## src/rtl/fsm_control_multilane.sv

```systemverilog
// rtl/fsm_control_multilane.sv - multi-lane sprint start/timing controller with UART report queue
module fsm_control_multilane #(
    parameter int  N_LANES       = 4,
    parameter int  CLK_FREQ      = 25_000_000,
    parameter int  COUNT_READY   = CLK_FREQ * 2,
    parameter int  COUNT_SET     = CLK_FREQ * 2,
    parameter int  COUNT_GO      = CLK_FREQ * 1,
    parameter int  COUNT_TIMEOUT = CLK_FREQ * 60,
    parameter int  BLINK_HALF    = CLK_FREQ / 4,
    localparam int LANE_W        = (N_LANES > 1) ? $clog2(N_LANES) : 1
) (
    input  logic               clk,
    input  logic               reset_global,
    input  logic               set_button_in,
    input  logic               abort_button_in,
    input  logic [N_LANES-1:0] lane_active_in,
    input  logic [N_LANES-1:0] sensor_start_in,
    input  logic [N_LANES-1:0] sensor_meta_in,
    input  logic               uart_busy_in,
    output logic               reset_timer_out,
    output logic [N_LANES-1:0] enable_timer_out,
    output logic [2:0]         semaforo_out,
    output logic               servo_out,
    output logic [N_LANES-1:0] false_start_out,
    output logic               race_done_out,
    output logic               tx_start_out,
    output logic [LANE_W-1:0]  tx_lane_out
);

    // Terminal counts are "last cycle" values so each phase lasts exactly COUNT_* cycles.
    localparam logic [31:0] READY_LAST   = 32'(COUNT_READY - 1);
    localparam logic [31:0] SET_LAST     = 32'(COUNT_SET - 1);
    localparam logic [31:0] GO_LAST      = 32'(COUNT_GO - 1);
    localparam logic [31:0] TIMEOUT_LAST = 32'(COUNT_TIMEOUT - 1);
    localparam logic [31:0] BLINK_LAST   = 32'(BLINK_HALF - 1);

    typedef enum logic [2:0] {
        S_IDLE,
        S_READY,
        S_SET,
        S_GO,
        S_TIMING,
        S_FINISH,
        S_FALSE
    } state_t;

    state_t r_state;
    state_t w_next_state;

    logic               r_set_prev;
    logic               r_abort_prev;
    logic [N_LANES-1:0] r_meta_prev;
    logic [N_LANES-1:0] r_active;
    logic [N_LANES-1:0] r_finished;
    logic [N_LANES-1:0] r_pending;
    logic [N_LANES-1:0] r_false_start;
    logic [31:0]        r_phase_cnt;
    logic [31:0]        r_race_cnt;
    logic               r_blink;
    logic               r_tx_start;
    logic [LANE_W-1:0]  r_tx_lane;

    logic               w_set_edge;
    logic               w_abort_edge;
    logic [N_LANES-1:0] w_meta_edge;
    logic               w_in_race;
    logic               w_prestart;
    logic               w_arm;
    logic [N_LANES-1:0] w_fs_hit;
    logic [N_LANES-1:0] w_meta_hit;
    logic [N_LANES-1:0] w_finished_nxt;
    logic               w_all_done;
    logic               w_timeout;
    logic               w_tx_fire;
    logic [LANE_W-1:0]  w_tx_idx;
    logic [N_LANES-1:0] w_tx_low;
    logic [N_LANES-1:0] w_tx_clr;

    assign w_set_edge     = set_button_in & ~r_set_prev;
    assign w_abort_edge   = abort_button_in & ~r_abort_prev;
    assign w_meta_edge    = sensor_meta_in & ~r_meta_prev;
    assign w_in_race      = (r_state == S_GO) || (r_state == S_TIMING);
    assign w_prestart     = (r_state == S_READY) || (r_state == S_SET);
    assign w_arm          = (r_state == S_IDLE) && w_set_edge && (lane_active_in != '0)
                            && !w_abort_edge;
    assign w_fs_hit       = sensor_start_in & r_active;
    assign w_meta_hit     = w_in_race ? (w_meta_edge & r_active & ~r_finished) : '0;
    assign w_finished_nxt = r_finished | w_meta_hit;
    assign w_all_done     = w_in_race && (w_finished_nxt == r_active);
    assign w_timeout      = w_in_race && (r_race_cnt == TIMEOUT_LAST);

    // Next-state decode; abort overrides every other transition outside idle.
    always_comb begin
        w_next_state = r_state;
        case (r_state)
            S_IDLE:   if (w_arm) w_next_state = S_READY;
            S_READY: begin
                if (w_fs_hit != '0)               w_next_state = S_FALSE;
                else if (r_phase_cnt == READY_LAST) w_next_state = S_SET;
            end
            S_SET: begin
                if (w_fs_hit != '0)             w_next_state = S_FALSE;
                else if (r_phase_cnt == SET_LAST) w_next_state = S_GO;
            end
            S_GO: begin
                if (w_all_done || w_timeout)     w_next_state = S_FINISH;
                else if (r_phase_cnt == GO_LAST) w_next_state = S_TIMING;
            end
            S_TIMING: if (w_all_done || w_timeout) w_next_state = S_FINISH;
            S_FINISH: if (w_set_edge) w_next_state = S_IDLE;
            S_FALSE:  if (w_set_edge) w_next_state = S_IDLE;
            default:  w_next_state = S_IDLE;
        endcase
        if (w_abort_edge && (r_state != S_IDLE)) w_next_state = S_IDLE;
    end

    // State register.
    always_ff @(posedge clk or negedge reset_global) begin
        if (!reset_global) r_state <= S_IDLE;
        else               r_state <= w_next_state;
    end

    // Previous-level registers for rising-edge detection.
    always_ff @(posedge clk or negedge reset_global) begin
        if (!reset_global) begin
            r_set_prev   <= 1'b0;
            r_abort_prev <= 1'b0;
            r_meta_prev  <= '0;
        end else begin
            r_set_prev   <= set_button_in;
            r_abort_prev <= abort_button_in;
            r_meta_prev  <= sensor_meta_in;
        end
    end

    // Phase counter restarts on every state entry and wraps per blink half-period in S_FALSE;
    // race counter starts on S_GO entry and runs through S_TIMING.
    always_ff @(posedge clk or negedge reset_global) begin
        if (!reset_global) begin
            r_phase_cnt <= '0;
            r_race_cnt  <= '0;
            r_blink     <= 1'b0;
        end else begin
            if (w_next_state != r_state)
                r_phase_cnt <= '0;
            else if ((r_state == S_FALSE) && (r_phase_cnt == BLINK_LAST))
                r_phase_cnt <= '0;
            else if (w_prestart || w_in_race || (r_state == S_FALSE))
                r_phase_cnt <= r_phase_cnt + 32'd1;

            if ((r_state != S_GO) && (w_next_state == S_GO))
                r_race_cnt <= '0;
            else if (w_in_race)
                r_race_cnt <= r_race_cnt + 32'd1;

            if ((r_state != S_FALSE) && (w_next_state == S_FALSE))
                r_blink <= 1'b1;
            else if ((r_state == S_FALSE) && (r_phase_cnt == BLINK_LAST))
                r_blink <= ~r_blink;
        end
    end

    // Lowest pending lane is reported first.
    always_comb begin
        w_tx_idx = '0;
        w_tx_low = '0;
        for (int i = N_LANES - 1; i >= 0; i--) begin
            if (r_pending[i]) begin
                w_tx_idx    = LANE_W'(i);
                w_tx_low    = '0;
                w_tx_low[i] = 1'b1;
            end
        end
    end

    // The r_tx_start term forces an idle cycle so a one-cycle-late busy is still honoured.
    assign w_tx_fire = (r_pending != '0) && !uart_busy_in && !r_tx_start
                       && (w_in_race || (r_state == S_FINISH))
                       && (w_next_state != S_IDLE);
    assign w_tx_clr  = w_tx_fire ? w_tx_low : '0;

    // Per-lane bookkeeping: participation, finish capture, report queue, false-start flags.
    always_ff @(posedge clk or negedge reset_global) begin
        if (!reset_global) begin
            r_active      <= '0;
            r_finished    <= '0;
            r_pending     <= '0;
            r_false_start <= '0;
        end else if (w_arm) begin
            r_active      <= lane_active_in;
            r_finished    <= '0;
            r_pending     <= '0;
            r_false_start <= '0;
        end else begin
            r_finished <= w_finished_nxt;
            if (w_next_state == S_IDLE) begin
                r_pending     <= '0;
                r_false_start <= '0;
            end else begin
                r_pending <= (r_pending | w_meta_hit) & ~w_tx_clr;
                if (w_prestart) r_false_start <= r_false_start | w_fs_hit;
            end
        end
    end

    // Registered UART report request.
    always_ff @(posedge clk or negedge reset_global) begin
        if (!reset_global) begin
            r_tx_start <= 1'b0;
            r_tx_lane  <= '0;
        end else begin
            r_tx_start <= w_tx_fire;
            if (w_tx_fire) r_tx_lane <= w_tx_idx;
        end
    end

    // Moore output decode from state and lane registers.
    always_comb begin
        reset_timer_out  = 1'b0;
        enable_timer_out = '0;
        semaforo_out     = 3'b000;
        servo_out        = 1'b0;
        race_done_out    = 1'b0;
        case (r_state)
            S_IDLE:   reset_timer_out = 1'b1;
            S_READY:  semaforo_out = 3'b001;
            S_SET:    semaforo_out = 3'b010;
            S_GO: begin
                semaforo_out     = 3'b100;
                servo_out        = 1'b1;
                enable_timer_out = r_active & ~r_finished;
            end
            S_TIMING: enable_timer_out = r_active & ~r_finished;
            S_FINISH: race_done_out = 1'b1;
            S_FALSE:  semaforo_out = {2'b00, r_blink};
            default:  reset_timer_out = 1'b0;
        endcase
    end

    assign false_start_out = r_false_start;
    assign tx_start_out    = r_tx_start;
    assign tx_lane_out     = r_tx_lane;

endmodule

```

## config.mk

```make
export PLATFORM = sky130hd
export DESIGN_NAME = fsm_control_multilane
export DESIGN_NICKNAME = d
export VERILOG_FILES = /design/src/rtl/fsm_control_multilane.sv
export SDC_FILE = /design/constraint.sdc
export NUM_CORES = 1
export LEC_CHECK = 0
export BUFFER_PORTS_ARGS = -buffer_cell sky130_fd_sc_hd__buf_2
export CAP_MARGIN = 20
export CORE_UTILIZATION = 65
export DETAILED_ROUTE_END_ITERATION = 8
export PLACE_DENSITY = 0.82
export SYNTH_ARGS = -nofsm -noshare
export SYNTH_HDL_FRONTEND = slang
export SYNTH_SLANG_ARGS = --single-unit
```

## constraint.sdc

```tcl
create_clock -name clk -period 7.7 [get_ports clk]
set_input_delay 1.54 -clock clk [delete_from_list [all_inputs] [get_ports clk]]
set_output_delay 1.54 -clock clk [all_outputs]
set_load 0.01 [all_outputs]
```

# After elaboration in Yosys (flattened, before gate mapping)
# Cells that the tools add are included.
# totals
register_bits,93
latchBits,0
mem_bits_rw,0
mem_bits_ro,0
inputBits,17
output_inout_bits,17
wordCells,122
memories,0
# classes
add_sub_neg,2
n_mul,0
n_div,0
n_lt_le_gt_ge,0
n_eq_ne,16
n_shift,0
muxes,39
bitwise,17
n_reduce_logical,35
# ops
op,n
$mux 32,5
$add 32x1->32 const B,2
$mux 4,13
$eq 32x23->1 const B,1
$eq 32x25->1 const B,1
$eq 32x26->1 const B,1
$eq 32x31->1 const B,1
$mux 3,10
$and 4x4->4,6
$pmux 3 s6,1
$logic_and 1x1->1,13
$eq 3x3->1 const B,4
$not 4->4,3
$or 4x4->4,3
$pmux 3 s4,1
$reduce_bool 3->1,4
$reduce_bool 4->1,3
$eq 3x2->1 const B,3
$mux 2,4
$logic_not 3->1,2
$logic_or 1x1->1,6
$mux 1,5
$eq 4x4->1,1
$reduce_bool 2->1,2
other kinds (8),14

# Logic depth before layout (Yosys ltp)
# logic_depth
word_depth,19
ltp_mapped,11
mapped_depth_nobuf,8

# Worst setup path before layout
# OpenSTA, ideal clock, no wires.
# synth_timing
path_type,in2reg
from,input port set_button_in
to,"register r_tx_lane[0], in the netlist tx_lane_out[0]"
setup_ns,0.125
arrival_time_ns,3.214
t_required_ns,7.575
path_slack_ns,4.361
stages,8
path_buffers,1
cell_sequence,nor2b_1 clkbuf_1 nand3_1 nor2_2 a211oi_2 and4_4 nor3b_2 mux2_2
# synth_between
elab_chain_cells,9
word_cells_on_any_way,10
cone_classes,4 x mux; 1 x bitwise; 5 x reduce/logical
# synth_lines
item,line,rtl
"start, declared",14,"input logic set_button_in,"
$and 1x1->1 (*),79,assign w_set_edge = set_button_in & ~r_set_prev;
$logic_and 1x1->1 (2 in a row),84,assign w_arm = (r_state == S_IDLE) && w_set_edge && (lane_active_in != '0)
$logic_and 1x1->1,85,&& !w_abort_edge;
$mux 3,96,S_IDLE: if (w_arm) w_next_state = S_READY;
$pmux 3 s6 (*),95,case (r_state)
$mux 3 (*),114,if (w_abort_edge && (r_state != S_IDLE)) w_next_state = S_IDLE;
$reduce_bool 3->1 (*),179,&& (w_next_state != S_IDLE);
$logic_and 1x1->1 (*),179,
named net w_tx_fire,74,logic w_tx_fire;
"end signal, assigned",213,if (w_tx_fire) r_tx_lane <= w_tx_idx;
"end, declared",61,logic [LANE_W-1:0] r_tx_lane;
# Mark *: on every way through the listed nets, which the timed path passes. The rest lies on a longest branch.
# A chain may end at the register's enable or synchronous reset.

# Final worst setup path
# layout_timing
from,register r_state[0]
to,output port enable_timer_out[2]
# layout_between
elab_chain_cells,3
word_cells_on_any_way,4
cone_classes,2 x eq/ne; 1 x mux; 1 x reduce/logical
# layout_lines
item,line,rtl
"start, declared",47,state_t r_state;
"start signal, assigned",120,else r_state <= w_next_state;
$eq 3x2->1 or $eq 3x3->1 (tied branches),224,case (r_state)
$reduce_or 2->1 (no source line) (*),--,
$mux 4 (*),--,
"end, declared",21,"output logic [N_LANES-1:0] enable_timer_out,"
# Every way passes the cells marked *; elsewhere a longest branch is shown, timed or not.

==> metrics <==
status=complete, no violations; routed length per instance=17.4 µm; Reg clk slew, reported paths=0.09 ns; CP endpoint kind=output port; Post-Route WL=11.8 mm; final hold viol count=0; Die H=90.3 µm; Synth top area share=45.9%; gr usage total=30.4%; Internal Power=0.00101 W; Clock Skew=0.0135 ns; overall die area=0.00816 mm²; worst path required time=6.16 ns; number of global-route vias before repair=4149; largest cells by area after synthesis=dfrtp_1 46%, xor2_1 6.2%, nor2_1 5.3%, xnor2_1 5.0%, nand2_1 4.1%; mapped cell area=0.00507 mm²; Max Fclk=0.263 GHz; layout cell share with drive strength beyond 1=13.0%; Syn Inst Count=544; initial antenna violation count=0; Net Sw Frac=43.7%; Iter 0 DRT Violations=327; Longest Clk Path Bufs=2; maximum fanout along the worst path=20; # Post-CTS Setup Buffers=0; drt pass-1 iters=5; Syn-to-layout area delta=8.36%; core area=0.00741 mm²; Setup TNS=0 ns; CTS resizes=0; Post-Syn Area per Cell=9.32 µm²; # clock sinks=93; PortBufs=33; H-Tree Depth=3; Tot Pwr=0.00180 W; CTS Hold Bufs=0; total grt overflow=0; Nets=591; most used flip-flop cell after synthesis=dfrtp_1; most frequent cells after synthesis=93 x dfrtp_1, 72 x nor2_1, 55 x nand2_1; post-synthesis async set-or-reset flop share=100%; Final GP Congestion=0.856; clk root buf=clkbuf_8; IO Count=34; Worst VDD drop=0.000189 V; register share of total power=45.6%; Synth Net Count=563; actual slew at the worst max-slew pin=0.884 ns; P per Cell Area=328 mW/mm²; DRC errors left=0; Via density=6.34; share of the clock period used by the worst path=49.3%; P_sw=0.000787 W; die span in x=90.3 µm; count leader, synth=dfrtp_1; placed cells=659; Synthesis Warnings=0; Slew headroom=41.1%; Via Count=4284; Initial Util=68.5%; non-filler instance count after layout=676; Clk pwr share=16.8%; final setup fails=0; P_leak=2.29 nW; RSZ-0062 raised after global routing=false; Worst setup SP type=flip-flop; std cell rows=31; clk_lat worst skew=0.37 ns; CTS tree=done; Synth Register Bits=93; Seq/Total Area, Yosys=45.9%; pin count of the biggest net entering global routing=71; Worst Path Arrival=2.26 ns; TritonCTS buffer count=9; Inserted Diodes=0; antenna viol nets, final=0; Final Max Slew Viols=0; minimum clock period=3.80 ns; Yosys top cell by area=dfrtp_1; share of total power in combinational logic=37.7%; EDFF count, synth=0; Post-DP HPWL=8.11 mm; WS Path Type=flip-flop to output port; global-route wire length before repair=19.9 mm; Hold Path Class=flip-flop to flip-flop; Hold WS=0.503 ns; total of max-cap violations=0; Cell variety after synth=60
-- state kept, by name (all words and copies together), names as in the netlist --
register and flops:
r_phase_cnt 32, r_race_cnt 32, false_start_out 4, r_active 4, r_finished 4, r_meta_prev 4, r_pending 4, r_state 3
tx_lane_out 2, r_abort_prev 1, r_blink 1, r_set_prev 1, tx_start_out 1
-- placed cells by master, fill, tap and decap left out, drive strengths merged, types with 4 or more instances in the layout --
cell type,netlist,layout
a21oi,16,16
a31oi,6,6
and2,5,5
and3,14,14
and4,13,13
buf,15,39
clkbuf,7,11
dfrtp,93,93
inv,9,10
mux2,6,6
nand2,55,55
nand2b,9,9
nand3,26,26
nand4,23,23
nor2,73,73
nor2b,5,5
nor3,38,38
nor4,12,12
nor4b,4,4
nor4bb,6,6
o21ai,4,4
xnor2,29,29
xor2,36,36
-- power by group through the flow --
stage	clock [W]	combinational (W)	sequential, W
floorplan	0	0.000558	0.000751
global placement	0	0.000639	0.000810
detailed placement	0	0.000667	0.000821
CTS	0.000307	0.000670	0.000813
finish	0.000302	0.000679	0.000821
global route	0.000324	0.000752	0.000843
-- per-layer routing --
metal  share of wire, %  vias to the layer above  track usage, %
met2                 49                      151            48.6
met4                1.6                        0            12.4
met3                5.1                       21            4.63
met5                  0                        -               0
met1                 44                     2119            41.7
li1                   -                     1993               -
-- worst paths after layout --
check,slack [ns],end,depth (start not counted),startpoint
max,3.90,enable_timer_out[2],5,r_state[0]
min,0.50,false_start_out[1],2,false_start_out[1]
max reg2reg,4.39,r_pending[2],8,r_state[0]
min reg2reg,0.50,false_start_out[1],2,false_start_out[1]
max in group asynchronous,5.45,r_phase_cnt[8],2,reset_global
min in group asynchronous,1.06,r_phase_cnt[17],1,reset_global
-- cells by family after synthesis --
| kind of cell | share of synthesized area, % |
|---|---|
| buffers and inverters | 2.96 |
| DFF | 45.9 |
| muxes | 1.53 |
| adders and majority gates | 0.691 |
| xor gates and xnor gates | 11.2 |
| AOI/OAI and AO/OA | 6.74 |
| and+or+nand+nor | 31.0 |
-- layout make-up --
| cell class | instances | area, µm² |
|---|---|---|
| fillers | 546 | 1910 |
| clock buffers | 11 | 141 |
| flip-flops and latches | 93 | 2330 |
| inverters | 9 | 33.8 |
| clock inverters | 5 | 35.0 |
| repair buffers | 39 | 233 |
| multi-input cells | 420 | 2600 |
| well taps | 99 | 124 |
-- critical path: stages (launching register included) --
cell      delay (ns)
dfrtp_1         0.76
nand3b_1        0.29
inv_1           0.26
nor2_1          0.18
nor2_1          0.23
buf_2           0.17
-- through the flow --
step / setup WS (ns) / util (%) / instance area (µm²)
floorplan: 4.36 / - / 5070
global placement: 3.56 / 71.4 / 5290
detailed placement: 3.34 / 71.4 / 5290
CTS: 3.75 / 73.8 / 5470
global route: 3.66 / 74.2 / 5500
finish: 3.90 / 74.2 / 5500
Note: power is estimated with default switching activity, not from simulation.
